`src/rtl/stim_pkg.sv`:
```
// Shared types for the stimulus pattern generator.
// FSM state encoding and cfg_sel target encodings.
package stim_pkg;

  typedef enum logic {
    IDLE = 1'b0,
    RUN  = 1'b1
  } state_t;

  typedef enum logic [1:0] {
    SEL_HP0   = 2'd0,
    SEL_HP1   = 2'd1,
    SEL_BURST = 2'd2,
    SEL_RSVD  = 2'd3
  } cfg_sel_t;

endpackage

```
`src/rtl/stim_pattern_gen_sq_div.sv`:
```
// sq_div: half-period counter, compare and toggle flop.
// Ports: clk, rst_n (sync), clr (sync), hp (half-period), q (square wave), hit (toggle this edge).
module sq_div #(
  parameter int CNT_W = 16
) (
  input  logic             clk,
  input  logic             rst_n,
  input  logic             clr,
  input  logic [CNT_W-1:0] hp,
  output logic             q,
  output logic             hit
);

  localparam logic [CNT_W-1:0] ONE = CNT_W'(1);

  logic [CNT_W-1:0] cnt;

  // hp is never 0, so hp-1 never underflows and
  // cnt is cleared before it can wrap.
  assign hit = (cnt == (hp - ONE));

  always_ff @(posedge clk) begin
    if (!rst_n || clr) begin
      cnt <= '0;
      q   <= 1'b0;
    end else if (hit) begin
      cnt <= '0;
      q   <= ~q;
    end else begin
      cnt <= cnt + ONE;
    end
  end

endmodule

```
`src/rtl/stim_pattern_gen.sv`:
```
// Two-tone square-wave stimulus generator with optional burst length.
// Ports: clk, rst_n, start, stop, cfg_we/sel/data in; drv0, drv1, edge0, busy, done out.
module stim_pattern_gen
  import stim_pkg::*;
#(
  parameter int CNT_W   = 16,
  parameter int HP0_DEF = 200,
  parameter int HP1_DEF = 400
) (
  input  logic             clk,
  input  logic             rst_n,
  input  logic             start,
  input  logic             stop,
  input  logic             cfg_we,
  input  logic [1:0]       cfg_sel,
  input  logic [CNT_W-1:0] cfg_data,
  output logic             drv0,
  output logic             drv1,
  output logic             edge0,
  output logic             busy,
  output logic             done
);

  localparam logic [CNT_W-1:0] ONE = CNT_W'(1);

  state_t           state;
  state_t           nxt;
  logic             done_n;
  logic             keep;
  logic             hit0;
  logic             hit1;
  logic [CNT_W-1:0] hp0;
  logic [CNT_W-1:0] hp1;
  logic [CNT_W-1:0] blen;
  logic [CNT_W-1:0] pcnt;
  logic [CNT_W-1:0] wval;

  always_comb begin
    nxt    = state;
    done_n = 1'b0;
    unique case (state)
      IDLE: begin
        if (start && !stop) nxt = RUN;
      end
      RUN: begin
        if (stop) begin
          nxt = IDLE;
        end else if (blen != '0 && pcnt == blen) begin
          nxt    = IDLE;
          done_n = 1'b1;
        end
      end
    endcase
  end

  // Dividers run only while staying in RUN; the
  // accept edge and every exit edge clear them.
  assign keep = (state == RUN) && (nxt == RUN);
  assign busy = (state == RUN);
  assign wval = (cfg_data == '0) ? ONE : cfg_data;

  sq_div #(.CNT_W(CNT_W)) u_div0 (
    .clk   (clk),
    .rst_n (rst_n),
    .clr   (!keep),
    .hp    (hp0),
    .q     (drv0),
    .hit   (hit0)
  );

  sq_div #(.CNT_W(CNT_W)) u_div1 (
    .clk   (clk),
    .rst_n (rst_n),
    .clr   (!keep),
    .hp    (hp1),
    .q     (drv1),
    .hit   (hit1)
  );

  always_ff @(posedge clk) begin
    if (!rst_n) begin
      state <= IDLE;
      edge0 <= 1'b0;
      done  <= 1'b0;
      pcnt  <= '0;
      hp0   <= CNT_W'(HP0_DEF);
      hp1   <= CNT_W'(HP1_DEF);
      blen  <= '0;
    end else begin
      state <= nxt;
      edge0 <= keep && hit0;
      done  <= done_n;
      if (!keep) begin
        pcnt <= '0;
      end else if (hit1 && drv1) begin
        pcnt <= pcnt + ONE;
      end
      if (state == IDLE && cfg_we) begin
        unique case (cfg_sel_t'(cfg_sel))
          SEL_HP0:   hp0  <= wval;
          SEL_HP1:   hp1  <= wval;
          SEL_BURST: blen <= cfg_data;
          SEL_RSVD:  ;
        endcase
      end
    end
  end

endmodule

```
`config.mk`:
```
export PLATFORM = sky130hd
export DESIGN_NAME = stim_pattern_gen
export DESIGN_NICKNAME = d
export VERILOG_FILES = /design/src/rtl/stim_pkg.sv /design/src/rtl/stim_pattern_gen_sq_div.sv /design/src/rtl/stim_pattern_gen.sv
export SDC_FILE = /design/constraint.sdc
export NUM_CORES = 1
export LEC_CHECK = 0
export CORE_UTILIZATION = 35
export CTS_CLUSTER_SIZE = 28
export DETAILED_ROUTE_END_ITERATION = 8
export PLACE_DENSITY = 0.58
export SYNTH_ARGS = -nofsm -noshare
export SYNTH_HDL_FRONTEND = slang
export SYNTH_SLANG_ARGS = --single-unit
```
`constraint.sdc`:
```
create_clock -name clk -period 3.8 [get_ports clk]
set_clock_uncertainty 0.15 [all_clocks]
set_input_delay 0.76 -clock clk [delete_from_list [all_inputs] [get_ports clk]]
set_output_delay 0.76 -clock clk [all_outputs]
set_load 0.01 [all_outputs]
```
After elaboration in Yosys (flattened, before gate mapping)
Index checks and enable logic that the tools add are counted.
{"block": "word_totals", "reg_bits": 101, "out_inout_bits": 5, "wordCells": 51, "in_bits": 23}
{"block": "op_classes", "eq_ne": 5, "mux": 6, "addsub": 5, "n_bitwise": 4, "reduce_logical": 20}
{"cell": "16-bit by 1-bit adder with 16-bit output, second input constant", "count": 3}
{"cell": "16-bit == test", "count": 3}
{"cell": "16-bit by 1-bit subtractor with 16-bit output, second input constant", "count": 2}
{"cell": "16-bit logical NOT", "count": 1}
{"cell": "16-bit two-way mux", "count": 1}
{"cell": "16-bit nonzero test", "count": 1}
{"cell": "2-bit AND reduction", "count": 4}
{"cell": "1-bit logical AND", "count": 6}
{"cell": "1-bit two-way mux", "count": 4}
{"cell": "1-bit inverter", "count": 4}
{"cell": "2-bit OR reduction", "count": 2}
{"cell": "1-bit logical NOT", "count": 3}
{"cell": "3-bit OR reduction", "count": 1}
{"cell": "2-bit by 1-bit == test with 1-bit output, second input constant", "count": 1}
{"cell": "2-bit == test, second input constant", "count": 1}
{"cell": "2-bit logical NOT", "count": 1}
{"cell": "1-bit case mux with 2 select lines", "count": 1}
{"cell": "1-bit logical OR", "count": 1}

Longest topological paths before layout
{"block": "depth", "depth_word": 9, "mapped_depth": 11, "ltp_nobuf": 9}

Hierarchy
From an unflattened synthesis, not the netlist that was laid out.
{"block": "hier_totals", "cells_unflattened": 641, "hier_area_um2": 5266.3}
{"mod": "stim_pattern_gen", "cells_per_inst": 335, "area_each_um2": 2846.5, "seq_area_each_um2": 1341.3, "instances": 1}
{"mod": "sq_div", "cells_per_inst": 153, "area_each_um2": 1209.9, "seq_area_each_um2": 340.3, "instances": 2}

Worst setup path after synthesis
No wires, ideal clock.
{"block": "synth_timing", "path_type": "register to register", "startpoint": "register hp0[4]", "endpoint": "register u_div0.cnt[11]", "setup_slack_ps": 1044, "required_ps": 3535, "arrival_time_ps": 2491, "synth_period_minus_slack_ps": 2756, "n_path_buf": 2, "stages_incl_launch_ff": 10, "setup_ps": 115, "path_cell_list": "dfxtp_1 -> buf_2 -> or4_1 -> nor3_1 -> nand2_1 -> mux2i_1 -> or4b_1 -> o21ai_2 -> buf_4 -> nor2_1"}
{"block": "synth_between", "elab_chain_len": 3}
{"element": "start, declared", "line_no": "stim_pattern_gen.sv:32", "text": "logic [CNT_W-1:0] hp0;"}
{"element": "start signal, assigned", "line_no": "stim_pattern_gen.sv:86", "text": "hp0 <= CNT_W'(HP0_DEF);"}
{"element": "start signal, assigned", "line_no": "stim_pattern_gen.sv:100", "text": "SEL_HP0: hp0 <= wval;"}
{"element": "16-bit by 1-bit subtractor with 16-bit output", "line_no": "stim_pattern_gen_sq_div.sv:20", "text": "assign hit = (cnt == (hp - ONE));"}
{"element": "16-bit == test", "line_no": "stim_pattern_gen_sq_div.sv:20"}
{"element": "2-bit OR reduction (no source line)"}
{"element": "end signal, assigned", "line_no": "stim_pattern_gen_sq_div.sv:30", "text": "cnt <= cnt + ONE;"}
{"element": "end, declared", "line_no": "stim_pattern_gen_sq_div.sv:16", "text": "logic [CNT_W-1:0] cnt;"}
No other way between the ends.
A chain may end at the register's enable or synchronous reset.

Final worst setup path
{"block": "layout_timing", "startpoint": "register hp1[0]", "endpoint": "register pcnt[5]"}
{"block": "layout_between", "elab_chain_len": 3}
{"element": "start, declared", "line_no": "stim_pattern_gen.sv:33", "text": "logic [CNT_W-1:0] hp1;"}
{"element": "start signal, assigned", "line_no": "stim_pattern_gen.sv:87", "text": "hp1 <= CNT_W'(HP1_DEF);"}
{"element": "start signal, assigned", "line_no": "stim_pattern_gen.sv:101", "text": "SEL_HP1: hp1 <= wval;"}
{"element": "16-bit by 1-bit subtractor with 16-bit output", "line_no": "stim_pattern_gen_sq_div.sv:20"}
{"element": "16-bit == test", "line_no": "stim_pattern_gen_sq_div.sv:20"}
{"element": "1-bit logical AND", "line_no": "stim_pattern_gen.sv:95", "text": "end else if (hit1 && drv1) begin"}
{"element": "end signal, assigned", "line_no": "stim_pattern_gen.sv:96", "text": "pcnt <= pcnt + ONE;"}
{"element": "end, declared", "line_no": "stim_pattern_gen.sv:35", "text": "logic [CNT_W-1:0] pcnt;"}
No other way between the ends.

==> impl_results.md <==
* Status: finished clean
* Initial antenna violation count at 0
* Num CTS Buffers at 9
* IR drop worst, VDD at between 0.2 and 0.3 mV
* Syn Nets at 704
* DRC viols at 0
* Sequential cell area fraction in the yosys report at between 30% and 40%
* Crit path max fanout at 6
* Reg2Reg Launch Point: hp1[0]
* Fillers at 1,569
* Final-report setup violation count at 0
* Rel. slew slack at approximately half
* TritonCTS clock tree: yes
* Mapped Area at roughly 5500 µm²
* Arr. time, crit path at about 3200 ps
* Worst-margin pin slew at 723 ps
* Syn_area_per_cell at 8.16 µm²
* Number of H-tree levels at 3
* Final worst setup slack at ~730 ps
* Yosys Warn Count at 0
* Min-delay src: u_div0.q
* Die X at approximately 130 µm
* P&R area growth vs syn at 13.5%
* Ant. Diodes at 0
* Vias in the first global route at between 4,000 and 5,000
* Post-synth ARST share at 0%
* Routed WL at between 10,000 and 15,000 µm
* Post-synth cell types at 62
* Critical path launch point: hp1[0]
* EDFF count, synth at 0
* Slew Limit Fails at 0
* RSZ-0062 raised after global routing: no
* Area taken by multi-input logic gates at roughly 3300 µm²
* CTS sink cnt at between 100 and 150
* Post-Synthesis Cells at between 600 and 700
* Post-DR wirelength/cell at about 15 µm
* Initial Utilization at a little over a third
* Part of the cycle the worst path needs at around four fifths
* Setup_tns at 0 ps
* Pre-CTS setup slack at 775 ps
* R2R Setup Slk at approximately 730 ps
* CTS Buffer Depth at 2
* Clock-pin transition on the worst setup and hold timing paths at 70 ps
* Main synth FF type: dfxtp_1
* PortBufs at 27
* CTS root buf: clkbuf_16
* Largest net degree at the start of global routing at 50
* Post-route ant nets at 0
* Finished Layout Cells at between 900 and 1,000
* Nets at between 700 and 800
* CP Launch Type: register
* Hold Violations, Final at 0
* Starting DRT DRC Count at 359
* Vias/cell at 5.27
* Die height at around 130 µm
* DP HPWL at roughly 10,000 µm
* Clock latency on the worst-skew pair at around 350 ps
* Placed Cells at between 800 and 900
* Via count at 4,756
* Cell row count at 45
* Congestion Overflow GR at 0
* Placer congestion estimate at approximately 0.81
* Final worst path period need at 3070 ps
* Hold Path Class: reg2reg
* GRT Util Overall at ~17%
* Hold Buf Count CTS at 0
* CORE AREA at around 15,000 µm²
* Reg area at 2020 µm²
* First-pass GRT wire length at roughly 22,000 µm
* R2R Path End: pcnt[5]
* # Max-Cap Violations at 0
* Setup Fix Bufs, Post-CTS at 0
* Hold Crit Depth at 2
* Setup CP Type: reg2reg
* Share of layout cells above drive strength 1 at roughly 5.1%
* Maximum clock frequency at 325 MHz
* PwrDens at 365 nW/µm²
* I/O pin cnt at 28
* Worst Setup End Kind: register
* Hold EP: u_div0.q
* Register bit total from synthesis at approximately 100
* Number of gates resized after CTS at 0
* Crit path required time at 3890 ps
* Leakage at 0.00212 µW
* Worst reg-to-reg path cell count at 9
* First drt pass iteration count at 4
* Die ar. at about 16,000 µm²
## state kept, by name (all words and copies together) (netlist names)
register	count
blen	16
busy	1
done	1
edge0	1
hp0	16
hp1	16
pcnt	16
u_div0.cnt	16
u_div0.q	1
u_div1.cnt	16
u_div1.q	1
## metrics by stage
stage	power, µW	hold WS (ps)	utilization, %	area (µm²)
global route	2370	371	40.9	6260
floorplan	1240	297	-	5510
finish	2280	333	40.9	6260
CTS	2310	340	40.9	6260
detailed placement	1310	330	38.8	5940
global placement	1310	316	38.8	5940
## synthesized netlist by cell type, drive strengths merged (4+ instances only)
cell type / instances / area share [%]
clkbuf: 25 / 1.7
xnor2: 44 / 7.0
nor3b: 4 / 0.54
nor3: 15 / 1.5
ha: 5 / 1.1
inv: 12 / 0.82
xor2: 36 / 5.7
and2: 4 / 0.45
a21oi: 18 / 1.7
or4: 16 / 2.2
nor4b: 4 / 0.75
and3: 15 / 1.7
nand2: 118 / 8.0
nor2b: 5 / 0.57
o31ai: 14 / 1.9
o21ai: 9 / 0.95
buf: 7 / 0.84
nand4: 18 / 2.0
nor2: 58 / 3.9
dfxtp: 101 / 37
nand3: 32 / 2.9
a21boi: 42 / 5.7
a31oi: 4 / 0.45
or3: 4 / 0.45
a211oi: 4 / 0.54
nand2b: 5 / 0.57
nor4: 16 / 2.2
## worst max path at each step
stage,to,cells after the start
floorplan,u_div0.cnt[11],9
global placement,u_div1.cnt[10],9
detailed placement,pcnt[5],9
CTS,pcnt[9],9
global route,pcnt[6],9
finish,pcnt[5],9
## layer usage
layer | share of wire (%) | GRT usage (%)
met1 | 50 | 24.1
met2 | 44 | 26.1
met3 | 4.4 | 3.43
met4 | 1.5 | 6.51
met5 | 0 | 0
## critical path, cell delays in order (launching register included)
cell and delay (ps):
dfxtp_1 360, inv_1 80, ha_1 200, nor4b_1 470, nand4_1 180, xnor2_1 200
nor4_4 370, nor4b_2 570, a211oi_1 160, a31o_2 230
## report_power, final
group	leakage, µW	internal (µW)	switching, µW
Clock	0.000152	591	400
Combinational	0.00115	85.5	102
Sequential	0.000817	1080	26.8
Total	0.00212	1750	528
## logic make-up (layout without fill, tap and decap cells)
family	after synthesis	in the layout	synth area share, %
buf+inv	44	59	3.36
simple gates	330	330	30.6
flops	101	101	36.7
mux	2	2	0.363
fa+ha+maj	5	5	1.13
xor+xnor	80	80	12.7
compound gates	114	114	15.2
## layout by cell type (no fill, tap or decap), types with 5 or more instances in the layout
cell type	instances
nor2b_1	5
nor2_1	58
or4_1	16
o31ai_1	14
and3_1	15
nor3_1	14
dfxtp_1	101
a21oi_1	17
xor2_1	36
buf_4	5
nand3_1	32
xnor2_1	44
a21boi_0	42
nand2_1	118
nor4_1	14
inv_1	12
o21ai_0	7
nand4_1	18
nand2b_1	5
ha_1	5
clkbuf_16	9
clkdlybuf4s50_1	27
## final cells by class
class	instances	share of cell area, %
Clock buffer	11	3.88
Clock inverter	4	1.16
Inverter	12	0.720
Multi-Input combinational cell	531	52.8
Sequential cell	101	32.3
Tap cell	211	4.22
Timing Repair Buffer	32	4.92
Power figures use the tool's default switching activity.
